**src/rtl/itoa_pkg.sv**
```systemverilog
// Shared Forth-core definitions: itoa state encoding, ASCII constants, digit-to-ASCII.
package forthsuper_pkg;

    typedef enum logic [1:0] {IDLE = 2'd0, CNV = 2'd1, LZS = 2'd2, EMT = 2'd3} itoa_sts;

    localparam logic [7:0] ASC_0     = 8'h30;
    localparam logic [7:0] ASC_A     = 8'h41;
    localparam logic [7:0] ASC_MINUS = 8'h2D;
    localparam logic [7:0] ASC_SP    = 8'h20;

    function automatic logic [7:0] d2a(input logic [3:0] d);
        return (d < 4'd10) ? (ASC_0 + {4'h0, d}) : (ASC_A + {4'h0, d} - 8'd10);
    endfunction

endpackage

```
**src/rtl/itoa_if.sv**
```systemverilog
// Request/emit bundle between the output path and the itoa converter.
interface itoa_if #(parameter int DSZ = 32);
    import forthsuper_pkg::*;

    logic           en;
    logic           hex;
    logic [DSZ-1:0] vi;
    logic           bsy;
    logic           we;
    logic           af;
    logic [7:0]     ch;
    logic [3:0]     len;
    itoa_sts        st;

    modport master (output en, hex, vi, input bsy, we, af, ch, len, st);
    modport slave  (input en, hex, vi, output bsy, we, af, ch, len, st);
endinterface

```
**src/rtl/itoa_bin2bcd.sv**
```systemverilog
// Double-dabble datapath; in hex mode the digit register is loaded with raw nibbles.
module bin2bcd #(
    parameter int DSZ  = 32,
    parameter int NDIG = 10
) (
    input  logic              clk,
    input  logic              rst,
    input  logic              load,
    input  logic              hex,
    input  logic              step,
    input  logic [DSZ-1:0]    val,
    output logic [NDIG*4-1:0] bcd
);
    logic [DSZ-1:0]    sh;
    logic [NDIG*4-1:0] adj;

    always_comb begin
        adj = bcd;
        for (int i = 0; i < NDIG; i++)
            if (bcd[4*i +: 4] >= 4'd5) adj[4*i +: 4] = bcd[4*i +: 4] + 4'd3;
    end

    always_ff @(posedge clk) begin
        if (rst) begin
            bcd <= '0;
            sh  <= '0;
        end else if (load) begin
            bcd <= hex ? (NDIG*4)'(val) : '0;
            sh  <= hex ? '0 : val;
        end else if (step) begin
            {bcd, sh} <= {adj[NDIG*4-2:0], sh, 1'b0};
        end
    end
endmodule

```
**src/rtl/itoa.sv**
```systemverilog
// Integer-to-ASCII converter: signed decimal or unsigned hex, one character per cycle.
// Optional feature macro: ITOA_SPACE_EN appends a trailing space after the digits.
module itoa
    import forthsuper_pkg::*;
#(
    parameter int DSZ  = 32,
    parameter int NDIG = 10
) (
    input  logic  clk,
    input  logic  rst,
    itoa_if.slave bus
);
    localparam int CW = $clog2(DSZ) + 1;
    localparam int IW = $clog2(NDIG);

    itoa_sts           st, st_n;
    logic [CW-1:0]     cnt;
    logic [IW-1:0]     idx, msd;
    logic              sgn, bsy, we, we_n, last, start, neg_in;
    logic [7:0]        ch, ch_n;
    logic [3:0]        len;
    logic [3:0]        cur;
    logic [DSZ-1:0]    mag;
    logic [NDIG*4-1:0] bcd;
`ifdef ITOA_SPACE_EN
    logic              spc;
`endif

    assign start  = (st == IDLE) && bus.en;
    assign neg_in = ~bus.hex & bus.vi[DSZ-1];
    // Unsigned negate, so the most-negative value yields 2^(DSZ-1)
    assign mag    = neg_in ? (~bus.vi + DSZ'(1)) : bus.vi;

    bin2bcd #(.DSZ(DSZ), .NDIG(NDIG)) u_b2b (
        .clk  (clk),
        .rst  (rst),
        .load (start),
        .hex  (bus.hex),
        .step (st == CNV),
        .val  (mag),
        .bcd  (bcd)
    );

    // Hex leaves the digits above DSZ/4 zero, so one scan covers both modes
    always_comb begin
        msd = '0;
        for (int i = 0; i < NDIG; i++)
            if (bcd[4*i +: 4] != 4'd0) msd = IW'(i);
    end

    assign cur = bcd[4*idx +: 4];

    always_comb begin
        st_n = st;
        we_n = 1'b0;
        ch_n = ch;
        last = 1'b0;
        case (st)
            IDLE: if (bus.en) st_n = bus.hex ? LZS : CNV;
            CNV:  if (cnt == CW'(DSZ - 1)) st_n = LZS;
            LZS:  st_n = EMT;
            EMT: begin
                we_n = 1'b1;
                if (sgn) ch_n = ASC_MINUS;
`ifdef ITOA_SPACE_EN
                else if (spc) begin
                    ch_n = ASC_SP;
                    last = 1'b1;
                end else ch_n = d2a(cur);
`else
                else begin
                    ch_n = d2a(cur);
                    last = (idx == '0);
                end
`endif
                if (last) st_n = IDLE;
            end
            default: st_n = IDLE;
        endcase
    end

    always_ff @(posedge clk) begin
        if (rst) begin
            st  <= IDLE;
            cnt <= '0;
            idx <= '0;
            sgn <= 1'b0;
            bsy <= 1'b0;
            we  <= 1'b0;
            ch  <= '0;
            len <= '0;
`ifdef ITOA_SPACE_EN
            spc <= 1'b0;
`endif
        end else begin
            st <= st_n;
            we <= we_n;
            ch <= ch_n;
            case (st)
                IDLE: begin
                    bsy <= bus.en;
                    if (bus.en) begin
                        sgn <= neg_in;
                        cnt <= '0;
                        len <= '0;
`ifdef ITOA_SPACE_EN
                        spc <= 1'b0;
`endif
                    end
                end
                CNV: cnt <= cnt + 1'b1;
                LZS: idx <= msd;
                EMT: begin
                    len <= len + 1'b1;
                    if (sgn) sgn <= 1'b0;
                    else if (idx != '0) idx <= idx - 1'b1;
`ifdef ITOA_SPACE_EN
                    else spc <= 1'b1;
`endif
                end
                default: ;
            endcase
        end
    end

    assign bus.bsy = bsy;
    assign bus.we  = we;
    assign bus.af  = we;
    assign bus.ch  = ch;
    assign bus.len = len;
    assign bus.st  = st;
endmodule

```
**src/flat_wrapper.sv**
```systemverilog
// flat-port wrapper written by rule: the top's interface ports become plain ports
module itoa_flat import forthsuper_pkg::*;
#(
    parameter int DSZ  = 32,
    parameter int NDIG = 10
)
  (clk, rst, bus_en, bus_hex, bus_vi, bus_bsy, bus_we, bus_af, bus_ch, bus_len, bus_st);
  itoa_if #(.DSZ(DSZ)) bus_i ();
  input  logic clk;
  input  logic rst;
  input wire logic [$bits(bus_i.en)-1:0] bus_en;
  input wire logic [$bits(bus_i.hex)-1:0] bus_hex;
  input wire logic [$bits(bus_i.vi)-1:0] bus_vi;
  output wire logic [$bits(bus_i.bsy)-1:0] bus_bsy;
  output wire logic [$bits(bus_i.we)-1:0] bus_we;
  output wire logic [$bits(bus_i.af)-1:0] bus_af;
  output wire logic [$bits(bus_i.ch)-1:0] bus_ch;
  output wire logic [$bits(bus_i.len)-1:0] bus_len;
  output wire logic [$bits(bus_i.st)-1:0] bus_st;
  assign bus_i.en = bus_en;
  assign bus_i.hex = bus_hex;
  assign bus_i.vi = bus_vi;
  assign bus_bsy = bus_i.bsy;
  assign bus_we = bus_i.we;
  assign bus_af = bus_i.af;
  assign bus_ch = bus_i.ch;
  assign bus_len = bus_i.len;
  assign bus_st = bus_i.st;
  itoa #(.DSZ(DSZ), .NDIG(NDIG)) u_core (.clk(clk), .rst(rst), .bus(bus_i));
endmodule
```
**config.mk**
```make
export PLATFORM = sky130hd
export DESIGN_NAME = itoa_flat
export DESIGN_NICKNAME = d
export VERILOG_FILES = /design/src/rtl/itoa_pkg.sv /design/src/rtl/itoa_if.sv /design/src/rtl/itoa_bin2bcd.sv /design/src/rtl/itoa.sv /design/src/flat_wrapper.sv
export SDC_FILE = /design/constraint.sdc
export NUM_CORES = 1
export LEC_CHECK = 0
export ABC_AREA = 1
export BUFFER_PORTS_ARGS = -buffer_cell sky130_fd_sc_hd__buf_4
export CORE_UTILIZATION = 65
export DETAILED_ROUTE_END_ITERATION = 12
export GPL_TIMING_DRIVEN = 0
export PLACE_DENSITY_LB_ADDON = 0.2
export SYNTH_ARGS = -nofsm -noshare
export SYNTH_HDL_FRONTEND = slang
export SYNTH_SLANG_ARGS = --single-unit
export TNS_END_PERCENT = 100
```
**constraint.sdc**
```tcl
create_clock -name clk -period 4.78 [get_ports clk]
set_clock_uncertainty 0.15 [all_clocks]
set_input_delay 0 -clock clk [delete_from_list [all_inputs] [get_ports clk]]
set_output_delay 0 -clock clk [all_outputs]
set_load 0.05 [all_outputs]
```
-- Word-level counts from Yosys, hierarchy flattened
Cells that the tools add are included.
- output and inout port bits: 17
- ROM bits: 0
- bits of input ports: 36
- latch bits: 0
- register bits: 99
- memories kept: 0
- memory bits (writable): 0
- order comparisons: 11
- reduce and logical (&&, ||, !) cells: 21
- $add $sub $neg: 17
- div/mod/pow operators: 0
- shift operators: 1
- multiplexer cells: 45
- bitwise gates (word level): 3
- multipliers: 0
- eq/ne operators: 9
- operators with widths (operator ; count):
    2-to-1 mux 32 bit ; 5
    2-to-1 mux 40 bit ; 2
    2-to-1 mux 4 bit ; 14
    >= comparator 4 x 3 -> 1 bit (second input constant) ; 10
    nonzero test 4 bit ; 10
    indexed part select 40 x 7 -> 4 bit ; 1
    adder 4 x 2 -> 4 bit (second input constant) ; 9
    adder 32 x 1 -> 32 bit (second input constant) ; 1
    inverter 32 bit ; 1
    2-to-1 mux 8 bit ; 2
    one-hot mux 4 bit (2 select lines) ; 2
    2-to-1 mux 3 bit ; 5
    2-to-1 mux 2 bit ; 6
    one-hot mux 6 bit (2 select lines) ; 1
    adder 7 x 4 -> 8 bit (first input constant) ; 1
    one-hot mux 2 bit (4 select lines) ; 1
    nonzero test 2 bit ; 4
    subtractor 8 x 4 -> 8 bit (second input constant) ; 1
    adder 6 x 4 -> 7 bit (first input constant) ; 1
    adder 6 x 1 -> 6 bit (second input constant) ; 1
    == test 6 x 5 -> 1 bit (second input constant) ; 1
    2-to-1 mux 6 bit ; 1
    inequality test 2 x 1 -> 1 bit (second input constant) ; 3
    AND reduction 3 bit ; 2
    other kinds (15) ; 22

-- Logic depth before layout (Yosys ltp)
Gate-level depths: netlist of run 1.
- depth in word-level cells: 11
- gate-level depth with buffers: 15
- gate-level depth less buffers: 14

-- Modules after synthesis
From an unflattened synthesis of run 1, not the netlist that was laid out.
- cells, all modules: 1190
- area, all modules: 7344.5 um^2
- modules (own cells, without submodules) (module ; times used ; cells each ; area each (um^2)):
    bin2bcd ; 1 ; 697 ; 4362.9
    itoa ; 1 ; 493 ; 2981.6

-- Least setup slack after synthesis of run 1
Ideal clock, no wire load.
- kind: register to register
- start point: register u_core.st[0] (netlist: u_core.bus.st[0])
- end point: register u_core.u_b2b.bcd[20]
- cell stages (with the launch flop): 9
- data required time: 4535 ps
- path slack: 2530 ps
- setup time: 95 ps
- arrival time: 2005 ps
- path through: dfxtp_1 -> inv_1 -> ha_1 -> nand2_2 -> inv_2 -> nor2_4 -> buf_1 -> a21oi_1 -> a221oi_1
- word-level cells in the longest chain between the ends: 3
- elaborated cells between the ends (all ways): 5
- classes of those cells: 1 x eq/ne; 1 x mux; 3 x reduce/logical
- RTL lines (what ; line ; text):
    start: declaration ; itoa.sv:16 ; itoa_sts st, st_n;
    start signal: assignment ; itoa.sv:96 ; st <= st_n;
    zero test 2 bit ; itoa.sv:29 ; assign start = (st == IDLE) && bus.en;
    logical AND 1 bit ; itoa.sv:29 ;
    2-to-1 mux 40 bit / nonzero test 2 bit (equally long branches) ; -- ;
    end signal: assignment ; itoa_bin2bcd.sv:28 ; bcd <= hex ? (NDIG*4)'(val) : '0;
    end signal: assignment ; itoa_bin2bcd.sv:31 ; {bcd, sh} <= {adj[NDIG*4-2:0], sh, 1'b0};
    end: declaration ; itoa_bin2bcd.sv:12 ; output logic [NDIG*4-1:0] bcd
Several ways; a longest one is shown, not always the timed one.
A chain may end at the register's enable or synchronous reset.

-- Worst setup path after layout of run 1
- start point: register u_core.st[0] (netlist: u_core.bus.st[0])
- end point: register u_core.u_b2b.sh[12]
- word-level cells in the longest chain between the ends: 3
- elaborated cells between the ends (all ways): 5
- classes of those cells: 1 x eq/ne; 1 x mux; 3 x reduce/logical
- RTL lines (what ; line ; text):
    zero test 2 bit ; itoa.sv:29 ;
    logical AND 1 bit ; itoa.sv:29 ;
    2-to-1 mux 32 bit / nonzero test 2 bit (equally long branches) ; -- ;
    end signal: assignment ; itoa_bin2bcd.sv:29 ; sh <= hex ? '0 : val;
    end signal: assignment ; itoa_bin2bcd.sv:31 ;
    end: declaration ; itoa_bin2bcd.sv:14 ; logic [DSZ-1:0] sh;
Several ways; a longest one is shown, not always the timed one.

==> results.yml, run 1 <==
run_status:
  outcome: "completed"
grt:
  grt_max_degree: 17
  overflow: 0
  antenna_found_initial: 0
  grt_pass1_wl_mm: 33.0
  first_global_vias: 6922
  track_usage: 0.404
sta:
  post-route-period-util: 0.548
  rsz0062_at_grt: "false"
  fin_tns_setup_ns: 0
  slew_headroom: 0.535
  post-route-min-period_ns: 2.62
  slew_violations: 0
  worstMarginPinSlew_ns: 0.697
  timing.fmax_mhz: 382
  setup_viol: 0
  hold_viol: 0
worst_hold_path:
  min_path_type: "in -> reg"
yosys:
  ys_seq_elements: 98
  synth_fa_ha_area_frac: 0.0565
  synth-edff-count: 0
  yosys.area.top_type_share: 0.295
  synth_most_common_cell: "nand2_1"
  synth_area_leaders: "dfxtp_1 30%, nand2_1 12%, a21oi_1 8.1%, o21ai_0 6.8%, inv_1 6.4%"
  synthArstFlopShare: 0
  yosys_warnings: 0
  syn-mean-instance-area_um2: 6.46
  synth_compound_area_frac: 0.257
  ys.flop_type: "dfxtp_1"
  ys_seq_area_frac: 0.295
  syn_inst: 1028
  yosys.area_share.simple: 0.277
  synth_common_cells: "215 x nand2_1, 113 x inv_1, 107 x a21oi_1"
  yosys-mux-area-fraction: 0
  synth_xor_area_frac: 0.00528
  synth_cell_types: 42
  synth.largest_area_cell: "dfxtp_1"
  syn-cell-area_um2: 6640
  synth_top_family_by_area: "simple AND/OR/NAND/NOR gates"
  synth_nets: 1094
worst_setup_path:
  critPathBufInv: 5
  arrival_ns: 2.80
  path_max_fanout: 8
  crit_chain: "inv_1, ha_1, inv_2, nor2_1, inv_2, nor2_4, inv_2, a21oi_1, o21ai_1, dlygate4sd3_1, a21oi_1"
  cp_common_cell: "inv_2"
  end_kind: "flop"
  path_class: "reg -> reg"
  cpPeakStageDelay_ns: 0.56
  start_kind: "flop"
  cp.required_ns: 4.96
  crit_family: "buffers and inverters"
  cp_slowest_cell: "dlygate4sd3_1"
power:
  power.internal_mw: 2.27
  p_leak_nw: 3.43
  power_mw: 4.60
  p_sw_frac: 0.507
  comb_power_share: 0.586
  vdd_ir_drop_max_uv: 452
  cellPowerDensity_nw_per_um2: 588
  sequentialPowerShare: 0.278
  switchingPower_mw: 2.33
  p_clk_frac: 0.136
final_layout:
  diodes: 0
  drive_above_1_share: 0.113
  area_delta_synth_final_pct: 17.7
  finalInstanceArea_um2: 7820
  final_nets: 1196
detailed_routing:
  vias_per_cell: 5.99
  vias: 7593
  drc: 0
  drtPass1Iterations: 8
  drtIter0Drc: 755
  postRouteAntennaNets: 0
  wl_mm: 20.6
  routedWlPerCell_um: 16.2
clock_network:
  clockRootBuffer: "clkbuf_8"
  cts_max_path_buffers: 2
  htreeDepth: 3
  numCtsBuffers: 9
  cts_setup_buffers: 0
  insertion_delay_ns: 0.40
  cts_tree: "built"
  path_clk_slew_ns: 0.11
  clock_sinks: 98
floorplan:
  pin_count: 53
  initial_core_util: 0.676
  core-area_um2: 9820
  rows: 36
  die_w_um: 103
  die-area_um2: 10600
  die_h_um: 103
placement:
  portBuffers: 51
  gp_congestion: 0.995
  dp_hpwl_mm: 14.6
  dpl_cell_area_um2: 7190
run:
  maxCapViolations: 0
==> worst reg2reg max path: cells and delay by family, from the launching register on <==
family                   cells  cell delay (ns)
buffers and inverters        5             0.97
AO/OA/AOI/OAI                3             0.38
adder cells (fa/ha/maj)      1             0.31
AND/OR/NAND/NOR              2             0.37
flip-flops                   1             0.36
==> area by class of cell <==
class / count / area, µm²
Clock buffer: 10 / 138
Inverter: 128 / 482
Buffer: 46 / 236
Multi-Input combinational cell: 756 / 3960
Clock inverter: 6 / 88.8
Timing Repair Buffer: 91 / 783
Sequential cell: 98 / 1960
Fill cell: 733 / 2000
Tap cell: 133 / 166
==> metal layers <==
layer / global-route usage / up-vias / part of all wire
met2: 0.634 / 477 / 0.44
li1: - / 3674 / -
met1: 0.515 / 3336 / 0.40
met4: 0.207 / 0 / 0.051
met3: 0.0997 / 106 / 0.11
met5: 0 / - / 0
==> path summary, 6_finish.rpt <==
path	from	end	slack (ns)	cells past startpoint
worst max-delay path	u_core.bus.st[0]	u_core.u_b2b.sh[12]	2.16	11
worst min-delay path	rst	u_core.bus.af	0.24	3
worst max register to register	u_core.bus.st[0]	u_core.u_b2b.sh[12]	2.16	11
worst min register to register	u_core.bus.ch[6]	u_core.bus.ch[6]	0.32	2
==> kinds of logic after synthesis <==
group	after synthesis
flip-flops	98
buffers and inverters	174
AND/OR/NAND/NOR	424
AO/OA/AOI/OAI	297
adder cells (fa/ha/maj)	30
other	1
XOR/XNOR	4
==> per-stage QoR <==
step | util | setup WS (ns) | cells | hold slack (ns)
2_1_floorplan | - | 2.53 | 1028 | -0.0659
3_3_place_gp | 0.732 | 2.50 | 1212 | 0.0692
3_5_place_dp | 0.732 | 2.44 | 1212 | 0.0871
4_1_cts | 0.796 | 2.30 | 1268 | 0.214
5_1_grt | 0.796 | 1.99 | 1268 | 0.229
6_report | 0.796 | 2.16 | 1268 | 0.236
==> placed cells by master (no fill, tap or decap), types with 11 or more instances in the layout <==
master,count
nand2_1,215
inv_1,113
a21oi_1,107
dfxtp_1,98
o21ai_0,90
nand3_1,81
nor2_1,77
buf_4,56
dlygate4sd3_1,40
o211ai_1,33
ha_1,30
o21ai_1,23
clkbuf_1,20
a221oi_1,18
nor3_1,16
inv_2,14
buf_2,11
==> state kept, by name (all words and copies together) (netlist names) <==
register and count:
u_core.bus.af 1, u_core.bus.bsy 1, u_core.bus.len 4, u_core.idx 4
u_core.bus.ch 7, u_core.u_b2b.bcd 40, u_core.cnt 6, u_core.u_b2b.sh 32
u_core.sgn 1, u_core.bus.st 2
==> what timing repair did <==
action	4_1_cts	5_1_grt
endpoints found under the hold margin	72	0
hold buffers	40	0
resized for setup	0	0
==> power by group through the flow <==
stage | registers, mW | clock network, mW | logic (mW)
3_5_place_dp | 1.28 | 0 | 2.57
2_1_floorplan | 1.31 | 0 | 1.87
4_1_cts | 1.26 | 0.624 | 2.62
6_report | 1.28 | 0.628 | 2.69
3_3_place_gp | 1.27 | 0 | 2.51
5_1_grt | 1.31 | 0.655 | 3.02
Power figures use the tool's default switching activity.
==> run 2, diff against run 1 <==
--- a/config.mk
+++ b/config.mk
@@ -5,9 +5,9 @@
 export SDC_FILE = /design/constraint.sdc
 export NUM_CORES = 1
 export LEC_CHECK = 0
-export ABC_AREA = 1
+export ABC_AREA = 0
 export BUFFER_PORTS_ARGS = -buffer_cell sky130_fd_sc_hd__buf_4
-export CORE_UTILIZATION = 65
+export CORE_UTILIZATION = 55
 export DETAILED_ROUTE_END_ITERATION = 12
 export GPL_TIMING_DRIVEN = 0
 export PLACE_DENSITY_LB_ADDON = 0.2
==> constraint.sdc (replaced) <==
create_clock -name clk -period 2.4 [get_ports clk]
set_clock_uncertainty 0.15 [all_clocks]
set_input_delay 0 -clock clk [delete_from_list [all_inputs] [get_ports clk]]
set_output_delay 0 -clock clk [all_outputs]
set_load 0.05 [all_outputs]
==> results.yml, run 2 <==
run_status:
  outcome: "completed"
grt:
  grt_pass1_wl_mm: 31.1
  grt_max_degree: 15
  antenna_found_initial: 0
  track_usage: 0.318
  first_global_vias: 6272
  overflow: 0
yosys:
  synth_cell_types: 62
  syn_inst: 811
  synth_area_leaders: "dfxtp_1 30%, mux2i_1 11%, a21oi_1 5.9%, ha_1 5.8%, nor2_1 5.4%"
  synth_common_cells: "98 x dfxtp_1, 94 x nor2_1, 76 x a21oi_1"
  synth_nets: 877
  yosys_warnings: 0
  synth.largest_area_cell: "dfxtp_1"
  syn-cell-area_um2: 6480
  synth-edff-count: 0
  ys_seq_elements: 98
  syn-mean-instance-area_um2: 7.99
  synth_most_common_cell: "dfxtp_1"
  ys.flop_type: "dfxtp_1"
  yosys.area.top_type_share: 0.303
  synthArstFlopShare: 0
  ys_seq_area_frac: 0.303
detailed_routing:
  routed.top_layer: "met4"
  routedWlPerCell_um: 18.6
  wl_mm: 19.4
  vias: 6508
  vias_per_cell: 6.22
  drtPass1Iterations: 5
  postRouteAntennaNets: 0
  drtIter0Drc: 558
  route.met2.wl_mm: 9.30
  drc: 0
  wl_met1_mm: 8.07
  wl_met3_mm: 1.44
final_layout:
  finalInstanceArea_um2: 7700
  area_delta_synth_final_pct: 18.9
  diodes: 0
  drive_above_1_share: 0.124
  most-common-layout-cells: "97 x dfxtp_1, 92 x nor2_1, 75 x a21oi_1"
  final_common_cell: "dfxtp_1"
  fill_cells: 964
  final_util: 0.672
  reg.largest.list: "u_core.u_b2b.bcd (40), u_core.u_b2b.sh (32), u_core.bus.ch (7)"
  top_register: "u_core.u_b2b.bcd"
  final_nets: 966
  largest_reg_flops: 40
power:
  sequentialPowerShare: 0.296
  power_mw: 7.54
  vdd_ir_drop_max_uv: 696
  comb_power_share: 0.508
  p_leak_nw: 2.86
  cellPowerDensity_nw_per_um2: 979
  p_sw_frac: 0.432
  switchingPower_mw: 3.26
  power.internal_mw: 4.28
  p_clk_frac: 0.196
floorplan:
  core-area_um2: 11500
  die_h_um: 111
  die-area_um2: 12200
  initial_core_util: 0.565
  die_w_um: 111
  rows: 39
  pin_count: 53
sta:
  hold_viol: 0
  setup_viol: 0
  post-route-period-util: 0.961
  slew_headroom: 0.403
  slew_violations: 0
  rsz0062_at_grt: "false"
  layout_setup_ws_ns: 0.0936
  worstMarginPinSlew_ns: 0.896
  post-route-min-period_ns: 2.31
  hold_ws_ns: 0.0183
  timing.fmax_mhz: 434
run:
  maxCapViolations: 0
clock_network:
  numCtsBuffers: 9
  clock_sinks: 98
  cts_tree: "built"
  cts_max_path_buffers: 2
  insertion_delay_ns: 0.35
  clockRootBuffer: "clkbuf_16"
  path_clk_slew_ns: 0.06
  htreeDepth: 3
worst_setup_path:
  path_max_fanout: 9
  start_kind: "flop"
  cpPeakStageDelay_ns: 0.37
  arrival_ns: 2.40
  cp.required_ns: 2.50
  crit_path_start: "u_core.idx[3]"
  crit_chain: "or2_2, buf_2, o221ai_1, o31a_1, inv_1, ha_1, o21bai_1, a21oi_1, o21a_1"
  cp_slowest_cell: "dfxtp_2"
  path_class: "reg -> reg"
  end_kind: "flop"
  timing.rr.start: "u_core.idx[3]"
placement:
  portBuffers: 49
  dpl_cell_area_um2: 7020
  dp_slack_ns: -0.384
  dp_hpwl_mm: 14.1
  gp_congestion: 0.946
worst_hold_path:
  min_path_type: "in -> reg"
  hold_start: "rst"
==> run 2: cell types whose count changed after synthesis, moves of 17 or more <==
cell      before  now
nand2_1      215   58
inv_1        113   34
mux2i_1        0   73
nand3_1       81   31
o21ai_0       90   47
o211ai_1      33    0
a21oi_1      107   76
o21ai_1       23    3
xor2_1         4   24
nand2b_1       0   19
nor2_1        77   94
==> run 2: critical path, delay by kind of cell (launching register included) <==
kind	cells	cell delay, ns
compound gates	5	0.92
fa+ha+maj	1	0.22
buf+inv	2	0.25
flops	1	0.37
simple gates	1	0.28
==> run 2: worst paths after layout <==
check,endpoint,slack [ns],cells after the start
min reg2reg,u_core.bus.bsy,0.33,2
min,u_core.u_b2b.bcd[7],0.02,2
max reg2reg,u_core.bus.ch[4],0.09,9
max,u_core.bus.ch[4],0.09,9
==> run 2: cell families (layout without fill, tap and decap cells) <==
logic type      Yosys count  in the layout  synth area share
flops                    98             98             0.303
compound gates          214            214             0.204
fa+ha+maj                30             30            0.0579
xor+xnor                 40             40            0.0541
mux                      82             82             0.132
buf+inv                  84            176            0.0531
simple gates            262            262             0.196
other cells               1              1          0.000579
==> run 2: final cells by class <==
cell class | instances | area (µm²) | share of cell area
Buffer | 45 | 214 | 0.0278
Clock buffer | 12 | 256 | 0.0333
Clock inverter | 2 | 37.5 | 0.00487
Inverter | 34 | 128 | 0.0166
Multi-Input combinational cell | 629 | 4220 | 0.548
Sequential cell | 98 | 1960 | 0.255
Tap cell | 143 | 179 | 0.0232
Timing Repair Buffer | 83 | 706 | 0.0916
==> run 2: through the flow <==
stage          TNS [ns]  std cells
3_5_place_dp     -10.06       1003
3_3_place_gp      -8.36       1003
2_1_floorplan         0        811
6_report              0       1046
4_1_cts               0       1048
5_1_grt               0       1046
==> run 2: power groups by stage <==
stage / sequential (mW) / clock, mW / combinational, mW
detailed placement: 2.24 / 0 / 3.62
finish: 2.23 / 1.48 / 3.83
global placement: 2.23 / 0 / 3.50
global route: 2.26 / 1.55 / 4.16
CTS: 2.21 / 1.50 / 3.71
floorplan: 2.28 / 0 / 2.61
==> run 2: what timing repair did <==
item	4_1_cts	5_1_grt
gates resized for setup	12	20
pin swaps	0	2
endpoints found under the hold margin	64	0
endpoints found under the setup margin	56	58
setup buffers	0	1
hold buffers	33	0
==> run 2: layer usage <==
metal  vias up  GRT usage
li1       3080          -
met1      3068      0.397
met2       307      0.532
met3        53     0.0423
met4         0      0.168
met5         -          0
